===== config.mk =====
export PLATFORM = sky130hd
export DESIGN_NAME = tcp_pkt_arbiter_flat
export DESIGN_NICKNAME = d
export VERILOG_FILES = /design/src/rtl/tcp_pkt_arbiter_if.sv /design/src/rtl/tcp_pkt_arbiter.sv /design/src/flat_wrapper.sv
export SDC_FILE = /design/constraint.sdc
export NUM_CORES = 1
export LEC_CHECK = 0
export CAP_MARGIN = 20
export CORE_MARGIN = 2
export CORE_UTILIZATION = 55
export CTS_CLUSTER_DIAMETER = 40
export DETAILED_ROUTE_END_ITERATION = 7
export PLACE_DENSITY = 0.72
export RECOVER_POWER = 100
export REMOVE_ABC_BUFFERS = 1
export SETUP_SLACK_MARGIN = 0.02
export SLEW_MARGIN = 40
export SYNTH_ARGS = -nofsm -noshare
export SYNTH_HDL_FRONTEND = slang
export SYNTH_SLANG_ARGS = --single-unit

===== constraint.sdc =====
create_clock -name clk -period 14.35 [get_ports clk]
set_input_delay 2.87 -clock clk [delete_from_list [all_inputs] [get_ports clk]]
set_output_delay 2.87 -clock clk [all_outputs]
set_load 0.01 [all_outputs]

===== src/rtl/tcp_pkt_arbiter_if.sv =====
// ---------------------------------------------------------------------------
// tcp_pkt_arbiter_if
// One NetFPGA-style word stream: a data word, its control byte(s), a write
// strobe from the producer and a ready flag from the consumer.
//
// Signals:
//   data  DATA_WIDTH  word carried by the stream
//   ctrl  CTRL_WIDTH  control word (non-zero marks header / end-of-packet)
//   wr    1           producer presents a word this cycle
//   rdy   1           consumer can take a word
//
// Modports:
//   master  the side that produces words (drives data/ctrl/wr, reads rdy)
//   slave   the side that consumes words (reads data/ctrl/wr, drives rdy)
// ---------------------------------------------------------------------------
interface tcp_pkt_arbiter_if #(
    parameter int DATA_WIDTH = 64,
    parameter int CTRL_WIDTH = DATA_WIDTH / 8
);
    logic [DATA_WIDTH-1:0] data;
    logic [CTRL_WIDTH-1:0] ctrl;
    logic                  wr;
    logic                  rdy;

    modport master (output data, output ctrl, output wr, input rdy);
    modport slave  (input data, input ctrl, input wr, output rdy);
endinterface


===== src/rtl/tcp_pkt_arbiter.sv =====
// ---------------------------------------------------------------------------
// tcp_pkt_arbiter
// Packet-granular two-input arbiter in front of the output queues. Input 0
// carries forwarded traffic from the TCP state-machine stage, input 1 carries
// locally generated control packets (ACK injection). Each input is buffered
// in a fall-through FIFO and whole packets are granted, so words from the two
// inputs never interleave on the output.
//
// Ports:
//   clk       single clock, rising edge
//   reset_n   asynchronous, active-low reset (flushes both FIFOs)
//   in0, in1  input streams (slave); rdy = FIFO not full
//   out       output stream (master); wr = word transferred this cycle,
//             rdy = downstream can accept; data/ctrl are the granted head
//   pkt_cnt0  packets forwarded from input 0 (32-bit, wraps)
//   pkt_cnt1  packets forwarded from input 1 (32-bit, wraps)
//
// Configuration:
//   TCP_ARB_STRICT_PRIO_EN  when defined, input 1 always wins in IDLE if it
//                           has a word waiting; otherwise grants alternate
//                           round-robin between packets.
// ---------------------------------------------------------------------------
module tcp_pkt_arbiter #(
    parameter int DATA_WIDTH      = 64,
    parameter int CTRL_WIDTH      = DATA_WIDTH / 8,
    parameter int FIFO_DEPTH_BITS = 3
) (
    input  logic              clk,
    input  logic              reset_n,
    tcp_pkt_arbiter_if.slave  in0,
    tcp_pkt_arbiter_if.slave  in1,
    tcp_pkt_arbiter_if.master out,
    output logic [31:0]       pkt_cnt0,
    output logic [31:0]       pkt_cnt1
);
    localparam int DEPTH  = 1 << FIFO_DEPTH_BITS;
    localparam int WORD_W = DATA_WIDTH + CTRL_WIDTH;
    localparam logic [FIFO_DEPTH_BITS:0] FULL_COUNT = DEPTH[FIFO_DEPTH_BITS:0];

    typedef enum logic {IDLE, XFER} state_t;

    state_t state_q, state_d;
    logic   grant_q, grant_d;
    logic   seen_data_q;
    logic   pick;
    logic   xfer;
    logic   eop;

    logic [1:0]        empty;
    logic [1:0]        full;
    logic [1:0]        wr_en;
    logic [1:0]        rd_en;
    logic [WORD_W-1:0] wr_word [2];
    logic [WORD_W-1:0] head    [2];
    logic [WORD_W-1:0] head_g;
    logic [CTRL_WIDTH-1:0] head_ctrl;

    assign wr_word[0] = {in0.data, in0.ctrl};
    assign wr_word[1] = {in1.data, in1.ctrl};

    // Writes into a full FIFO are simply dropped; rdy tells upstream to stop.
    assign wr_en   = {in1.wr & ~full[1], in0.wr & ~full[0]};
    assign in0.rdy = ~full[0];
    assign in1.rdy = ~full[1];

    // Per-input fall-through FIFO: the head word is visible combinationally
    // the cycle after it is written.
    for (genvar g = 0; g < 2; g++) begin : g_fifo
        logic [WORD_W-1:0]          mem [DEPTH];
        logic [FIFO_DEPTH_BITS-1:0] wr_ptr;
        logic [FIFO_DEPTH_BITS-1:0] rd_ptr;
        logic [FIFO_DEPTH_BITS:0]   count;

        always_ff @(posedge clk) begin
            if (wr_en[g]) begin
                mem[wr_ptr] <= wr_word[g];
            end
        end

        always_ff @(posedge clk or negedge reset_n) begin
            if (!reset_n) begin
                wr_ptr <= '0;
                rd_ptr <= '0;
                count  <= '0;
            end else begin
                if (wr_en[g]) begin
                    wr_ptr <= wr_ptr + 1'b1;
                end
                if (rd_en[g]) begin
                    rd_ptr <= rd_ptr + 1'b1;
                end
                case ({wr_en[g], rd_en[g]})
                    2'b10:   count <= count + 1'b1;
                    2'b01:   count <= count - 1'b1;
                    default: count <= count;
                endcase
            end
        end

        assign empty[g] = (count == '0);
        assign full[g]  = (count == FULL_COUNT);
        assign head[g]  = mem[rd_ptr];
    end

    assign head_g    = head[grant_q];
    assign head_ctrl = head_g[CTRL_WIDTH-1:0];
    assign out.data  = head_g[WORD_W-1:CTRL_WIDTH];
    assign out.ctrl  = head_ctrl;
    assign out.wr    = xfer;
    assign rd_en     = {xfer & grant_q, xfer & ~grant_q};

`ifdef TCP_ARB_STRICT_PRIO_EN
    // Input 1 wins whenever it has anything queued.
    assign pick = ~empty[1];
`else
    logic last_q;

    // On a tie the input that did not send the previous packet wins;
    // otherwise whichever FIFO holds data is taken.
    assign pick = (!empty[0] && !empty[1]) ? ~last_q : empty[0];

    always_ff @(posedge clk or negedge reset_n) begin
        if (!reset_n) begin
            last_q <= 1'b1;
        end else if (eop) begin
            last_q <= grant_q;
        end
    end
`endif

    // EOP is the first non-zero ctrl word after at least one payload word,
    // so a packet can have several header words before its payload.
    always_comb begin
        state_d = state_q;
        grant_d = grant_q;
        xfer    = 1'b0;
        eop     = 1'b0;
        case (state_q)
            IDLE: begin
                if (empty != 2'b11) begin
                    grant_d = pick;
                    state_d = XFER;
                end
            end
            XFER: begin
                xfer = ~empty[grant_q] & out.rdy;
                if (xfer && (head_ctrl != '0) && seen_data_q) begin
                    eop     = 1'b1;
                    state_d = IDLE;
                end
            end
            default: state_d = IDLE;
        endcase
    end

    always_ff @(posedge clk or negedge reset_n) begin
        if (!reset_n) begin
            state_q     <= IDLE;
            grant_q     <= 1'b0;
            seen_data_q <= 1'b0;
            pkt_cnt0    <= '0;
            pkt_cnt1    <= '0;
        end else begin
            state_q <= state_d;
            grant_q <= grant_d;
            if (eop) begin
                seen_data_q <= 1'b0;
            end else if (xfer && (head_ctrl == '0)) begin
                seen_data_q <= 1'b1;
            end
            if (eop && !grant_q) begin
                pkt_cnt0 <= pkt_cnt0 + 32'd1;
            end
            if (eop && grant_q) begin
                pkt_cnt1 <= pkt_cnt1 + 32'd1;
            end
        end
    end
endmodule


===== src/flat_wrapper.sv =====
// flat-port wrapper written by rule: the top's interface ports become plain ports
module tcp_pkt_arbiter_flat 
#(
    parameter int DATA_WIDTH      = 64,
    parameter int CTRL_WIDTH      = DATA_WIDTH / 8,
    parameter int FIFO_DEPTH_BITS = 3
)
  (clk, reset_n, pkt_cnt0, pkt_cnt1, in0_data, in0_ctrl, in0_wr, in0_rdy, in1_data, in1_ctrl, in1_wr, in1_rdy, out_data, out_ctrl, out_wr, out_rdy);
  tcp_pkt_arbiter_if #(.DATA_WIDTH(DATA_WIDTH), .CTRL_WIDTH(CTRL_WIDTH)) in0_i ();
  tcp_pkt_arbiter_if #(.DATA_WIDTH(DATA_WIDTH), .CTRL_WIDTH(CTRL_WIDTH)) in1_i ();
  tcp_pkt_arbiter_if #(.DATA_WIDTH(DATA_WIDTH), .CTRL_WIDTH(CTRL_WIDTH)) out_i ();
  input  logic clk;
  input  logic reset_n;
  output logic [31:0] pkt_cnt0;
  output logic [31:0] pkt_cnt1;
  input wire logic [$bits(in0_i.data)-1:0] in0_data;
  input wire logic [$bits(in0_i.ctrl)-1:0] in0_ctrl;
  input wire logic [$bits(in0_i.wr)-1:0] in0_wr;
  output wire logic [$bits(in0_i.rdy)-1:0] in0_rdy;
  input wire logic [$bits(in1_i.data)-1:0] in1_data;
  input wire logic [$bits(in1_i.ctrl)-1:0] in1_ctrl;
  input wire logic [$bits(in1_i.wr)-1:0] in1_wr;
  output wire logic [$bits(in1_i.rdy)-1:0] in1_rdy;
  output wire logic [$bits(out_i.data)-1:0] out_data;
  output wire logic [$bits(out_i.ctrl)-1:0] out_ctrl;
  output wire logic [$bits(out_i.wr)-1:0] out_wr;
  input wire logic [$bits(out_i.rdy)-1:0] out_rdy;
  assign in0_i.data = in0_data;
  assign in0_i.ctrl = in0_ctrl;
  assign in0_i.wr = in0_wr;
  assign in0_rdy = in0_i.rdy;
  assign in1_i.data = in1_data;
  assign in1_i.ctrl = in1_ctrl;
  assign in1_i.wr = in1_wr;
  assign in1_rdy = in1_i.rdy;
  assign out_data = out_i.data;
  assign out_ctrl = out_i.ctrl;
  assign out_wr = out_i.wr;
  assign out_i.rdy = out_rdy;
  tcp_pkt_arbiter #(.DATA_WIDTH(DATA_WIDTH), .CTRL_WIDTH(CTRL_WIDTH), .FIFO_DEPTH_BITS(FIFO_DEPTH_BITS)) u_core (.clk(clk), .reset_n(reset_n), .in0(in0_i), .in1(in1_i), .out(out_i), .pkt_cnt0(pkt_cnt0), .pkt_cnt1(pkt_cnt1));
endmodule

---- Word-level counts from Yosys, hierarchy flattened ----
Memories as Yosys holds them, arrays and structs flattened.
Index checks and enable logic that the tools add are counted.
storage, ports and cells
  RAM bits ................................ 1152
  bits of input ports ..................... 149
  register bits ........................... 88
  memories ................................ 2
  logic and storage cells ................. 82
  output and inout bits ................... 139
operators by class
  reduce and logical (&&, ||, !) cells .... 17
  add/sub/neg operators ................... 10
  mux-type cells .......................... 20
  eq/ne operators ......................... 7
  $lt $le $gt $ge ......................... 2
  bitwise logic cells ..................... 12
memories
  name                  depth  bits a word  rd ports  clocked after memory_dff  wr ports  RTL line               text
  u_core.g_fifo[0].mem  8      72           1         0                         1         tcp_pkt_arbiter.sv:69  logic [WORD_W-1:0] mem [DEPTH];
  u_core.g_fifo[1].mem  8      72           1         0                         1         tcp_pkt_arbiter.sv:69
operator list
  operator                 count
  $mux W72                 3
  $add A32 B1 Y32 const B  2
  $pmux W4 S2              2
  $mux W1                  14
  $add A3 B1 Y3 const B    4
  $add A4 B1 Y4 const B    2
  $eq A4 B4 Y1 const B     2
  $logic_not A4 Y1         2
  $logic_not A8 Y1         1
  $reduce_bool A8 Y1       1
  $sub A4 B1 Y4 const B    2
  $logic_and A1 B1 Y1      6
  $not A1 Y1               6
  $reduce_bool A2 Y1       3
  $and A1 B1 Y1            5
  $eq A2 B1 Y1 const B     2
  $eq A2 B2 Y1 const B     2
  $logic_not A1 Y1         3
  $ge A2 B2 Y1 const B     1
  $lt A1 B2 Y1 const B     1
  $ne A2 B2 Y1 const B     1
  $not A1 Y2               1
  $pmux W1 S2              1
  $reduce_and A2 Y1        1

---- Logic depth before layout (Yosys ltp) ----
  depth after elaboration ................. 10
  depth in mapped cells ................... 13
  mapped depth without buffers ............ 12

---- Worst setup path after synthesis ----
Ideal clock, no wire load.
  kind .................................... input -> register
  start point ............................. in in1_wr
  end point ............................... mem u_core.g_fifo[1].mem[2][0] in the netlist's numbering (enable)
  path slack .............................. 3.170 ns
  required time ........................... 13.645 ns
  library setup time ...................... 0.705 ns
  cell stages on the path ................. 2
  arrival time ............................ 10.475 ns
  path through ............................ nand2_1 nor4b_1
on the way
  cells in the longest elaborated chain, start to end .. 3
ends and longest elaborated chain
  what                           RTL line               text
  from (decl)                    flat_wrapper.sv:22     input wire logic [$bits(in1_i.wr)-1:0] in1_wr;
  $and A1 B1 Y1                  tcp_pkt_arbiter.sv:62  assign wr_en = {in1.wr & ~full[1], in0.wr & ~full[0]};
  $mux W1                        tcp_pkt_arbiter.sv:75  if (wr_en[g]) begin
  $mux W1 (not written as such)  tcp_pkt_arbiter.sv:76  mem[wr_ptr] <= wr_word[g];
  to (decl)                      tcp_pkt_arbiter.sv:69
No other way between the ends.

---- Worst setup path in the final report ----
  start point ............................. reg u_core.g_fifo[1].rd_ptr[0]
  end point ............................... out out_data[29]
on the way
  cells in the longest elaborated chain, start to end .. 4
ends and longest elaborated chain
  what                                          RTL line                text
  from (decl)                                   tcp_pkt_arbiter.sv:71   logic [FIFO_DEPTH_BITS-1:0] rd_ptr;
  from (signal assigned)                        tcp_pkt_arbiter.sv:90   rd_ptr <= rd_ptr + 1'b1;
  $mem_v2 Z8 W72                                n/a
  $mux W72 (not written as such) (3 in series)  tcp_pkt_arbiter.sv:105  assign head_g = head[grant_q];
  to (decl)                                     flat_wrapper.sv:24      output wire logic [$bits(out_i.data)-1:0] out_data;
No other way between the ends. The select of a mux whose other input is x is not followed.

==> results.yml <==
clocking:
  cts_tree: "built"
  cts_buffer_depth: 3
  clkSinkCount: 1240
  cts_buffers: 146
  h-tree-depth: 4
  cts_root_buf: "clkbuf_16"
  cts_hold_buf: 0
  clk_latency_ns: 0.73
  cts_resized: 0
  cts_setup_buffers: 0
  clk_pin_slew_ns: 0.06
logic_synthesis:
  ys_types: 50
  synth_edf_count: 1152
  yosysWarnings: 0
  yosysSeqAreaShare: 0.765
  synthCells: 2245
  ys_ff_latch: 1240
  avgSynthCellArea_um2: 21.4
  synth_area_um2: 48100
  synthArstFlopShare: 0.0710
  synth_ff_type: "edfxtp_1"
min_path:
  holdPathEnd: "u_core.pkt_cnt1[31]"
  hold_path_class: "reg -> reg"
  min_path_cells: 1
  min_from: "u_core.pkt_cnt1[31]"
global_route:
  antenna_found_initial: 41
  grt_pass1_wl_um: 157000
  grt_start_max_net_pins: 89
  grt_overflow: 0
  track_usage: 0.240
  grt_pass1_vias: 24300
route:
  first_pass_iters: 7
  wl_per_cell_um: 27.2
  route.detailed.drc: 0
  drt-initial-drc-count: 2059
  via_count: 23700
  ant_nets: 0
  avgViaCountPerCell: 6.08
  finalWirelength_um: 106000
timing:
  fmax_mhz: 99.4
  slew_headroom: -2.22
  maxSlewViolCount: 1361
  tightest_slew_ns: 4.82
  setup_viol: 0
  min_period_over_period: 0.701
  rsz0062_at_grt: "no"
  tns_ns: 0
  layout_min_cycle_time_ns: 10.06
  hold_viol: 0
  layout_setup_ws_ns: 4.29
  skew_ns: 0.0256
status:
  violations: "capacitance limit, slew limit"
  status: "finished with violations"
setup_path:
  crit_required_ns: 11.48
  r2r_slack_ns: 7.07
  crit_slowest_cell: "clkbuf_1"
  end_kind: "primary output"
  r2r-end: "u_core.pkt_cnt0[4]"
  cp.arrival_ns: 7.19
  crit_family: "buffers and inverters"
  r2r_start: "u_core.g_fifo[0].rd_ptr[1]"
  critPathMaxFanout: 46
  critPathLaunchType: "register"
  path_cells: "buf_4, buf_12, clkbuf_1, mux4_2, mux2i_1, a21oi_1, clkdlybuf4s50_1"
  criticalPathCategory: "reg -> out"
  critPathBufInv: 4
  slowest_delay_ns: 2.77
  r2r_cells: 8
power_and_ir_drop:
  p_per_area_nw_per_um2: 208
  p_leak_nw: 18.9
  ir_worst_vdd_mv: 0.138
flow_run:
  maxCapViolCount: 34
floorplanning:
  die_area_um2: 89800
  start_util: 0.554
  pin_count: 288
  fp.dieW_um: 300
  rows: 108
  fp.coreArea_um2: 86800
  die_h_um: 300
layout:
  multi_input_area_um2: 10600
  drive_gt1_frac: 0.203
  area_growth_pct: 19.0
  fillers: 5606
  seq_area_um2: 36800
  nets: 2775
placed_design:
  place_worst_setup_slack_ns: 7.02
  gp_congestion: 0.753
  portBuffers: 287
  hpwl_um: 58000
-- cell type report --
cell class / count / share of cell area
Inverter: 18 / 0.00118
Timing Repair Buffer: 337 / 0.0563
Sequential cell: 1240 / 0.643
Tap cell: 1155 / 0.0252
Clock inverter: 87 / 0.0185
Antenna cell: 13 / 0.000568
Multi-Input combinational cell: 871 / 0.186
Clock buffer: 181 / 0.0692
-- per-stage QoR --
stage	instances	hold slack [ns]	utilization	instance area, um2	power (mW)
2_1_floorplan	2129	0.451	-	47500	7.28
3_3_place_gp	3613	0.457	0.603	52300	8.20
3_5_place_dp	3620	0.464	0.606	52500	8.32
4_1_cts	3888	0.475	0.663	57600	12.1
5_1_grt	3892	0.474	0.659	57200	12.4
6_report	3902	0.464	0.660	57200	11.9
-- logic make-up after synthesis --
| logic type | share of synthesized area |
|---|---|
| XOR/XNOR | 0.0146 |
| adder cells (fa/ha/maj) | 0.00312 |
| multiplexers | 0.155 |
| AO/OA/AOI/OAI | 0.0208 |
| AND/OR/NAND/NOR | 0.0291 |
| buffers and inverters | 0.0125 |
| flip-flops | 0.765 |
-- power breakdown --
part | switching (mW) | total (mW) | internal [mW] | leakage [nW]
sequential | 0.266 | 4.84 | 4.57 | 11.6
clock | 1.46 | 3.75 | 2.29 | 2.41
combinational | 1.76 | 3.33 | 1.56 | 4.96
total | 3.49 | 11.9 | 8.43 | 18.9
-- worst register-to-register path, stage by stage (launching register included) --
cell and delay, ns:
dfrtp_1 1.88, clkbuf_1 2.17, mux4_1 0.79, mux2_1 0.39, nor4_1 0.61, a2111oi_0 0.25, clkbuf_1 0.51, and4_1 0.44
xor2_1 0.14
-- layout by cell type, fill, tap and decap left out, types with 4 or more instances in the layout --
| master | netlist | routed |
|---|---|---|
| clkinv_2 | 0 | 8 |
| clkinv_8 | 0 | 6 |
| nor2_1 | 34 | 33 |
| clkinv_4 | 0 | 8 |
| nand2_1 | 27 | 27 |
| mux2i_1 | 72 | 72 |
| xnor2_1 | 42 | 42 |
| and3_1 | 10 | 10 |
| buf_6 | 6 | 8 |
| dfrtp_4 | 0 | 5 |
| inv_8 | 0 | 4 |
| edfxtp_1 | 1152 | 1152 |
| clkbuf_16 | 0 | 151 |
| inv_6 | 0 | 14 |
| mux2_2 | 17 | 16 |
| nor2b_1 | 66 | 66 |
| clkbuf_1 | 59 | 59 |
| diode_2 | 0 | 13 |
| nand3_1 | 25 | 25 |
| clkdlybuf4s50_1 | 0 | 16 |
| buf_12 | 0 | 5 |
| mux4_2 | 285 | 285 |
| nor4_1 | 13 | 15 |
| and4_1 | 6 | 6 |
| a211oi_1 | 64 | 64 |
| ha_1 | 12 | 12 |
| a21oi_1 | 76 | 76 |
| bufinv_16 | 0 | 17 |
| clkinvlp_4 | 0 | 12 |
| nand2b_1 | 4 | 4 |
| clkbuf_8 | 0 | 7 |
| clkinv_1 | 0 | 17 |
| and2_1 | 7 | 7 |
| dfrtp_1 | 87 | 82 |
| inv_1 | 18 | 18 |
| xor2_1 | 38 | 38 |
| dlygate4sd3_1 | 0 | 270 |
| nand4_1 | 18 | 18 |
| nor3_1 | 23 | 23 |
-- worst max path at each step --
| stage | start | end | cells after the start |
|---|---|---|---|
| 2_1_floorplan | in1_wr | u_core.g_fifo[1].mem[2][0] | 2 |
| 3_3_place_gp | out_rdy | out_wr | 4 |
| 3_5_place_dp | out_rdy | out_wr | 4 |
| 4_1_cts | u_core.g_fifo[1].rd_ptr[0] | out_data[29] | 6 |
| 5_1_grt | u_core.g_fifo[1].rd_ptr[0] | out_data[52] | 7 |
| 6_report | u_core.g_fifo[1].rd_ptr[0] | out_data[29] | 7 |
-- synth_stat cells (19+ instances only) --
library cell | n | area [um2]
nor2_1 | 34 | 128
xor2_1 | 38 | 333
edfxtp_1 | 1152 | 34600
xnor2_1 | 42 | 368
nor3_1 | 23 | 115
clkbuf_1 | 59 | 221
buf_1 | 19 | 71.3
mux2i_1 | 72 | 721
mux4_2 | 285 | 6420
buf_2 | 30 | 150
a211oi_1 | 64 | 480
nor2b_1 | 66 | 413
nand3_1 | 25 | 125
nand2_1 | 27 | 101
a21oi_1 | 76 | 380
dfrtp_1 | 87 | 2180
-- sequential cells by signal, summed over array words and instances (netlist names) --
register,flops
u_core.state_q,1
u_core.pkt_cnt0,32
u_core.grant_q,1
u_core.pkt_cnt1,32
u_core.seen_data_q,1
u_core.g_fifo.mem,1152
u_core.last_q,1
u_core.g_fifo.wr_ptr,6
u_core.g_fifo.count,8
u_core.g_fifo.rd_ptr,6
-- routing by layer --
layer  routed length [um]  vias to the layer above  GRT usage
met5                  177                        -          0
met1                43600                    12500      0.335
met4                 2100                       28     0.0629
met2                53200                      851      0.392
met3                 7130                      188     0.0505
li1                     -                    10100          -
Power figures use the tool's default switching activity.
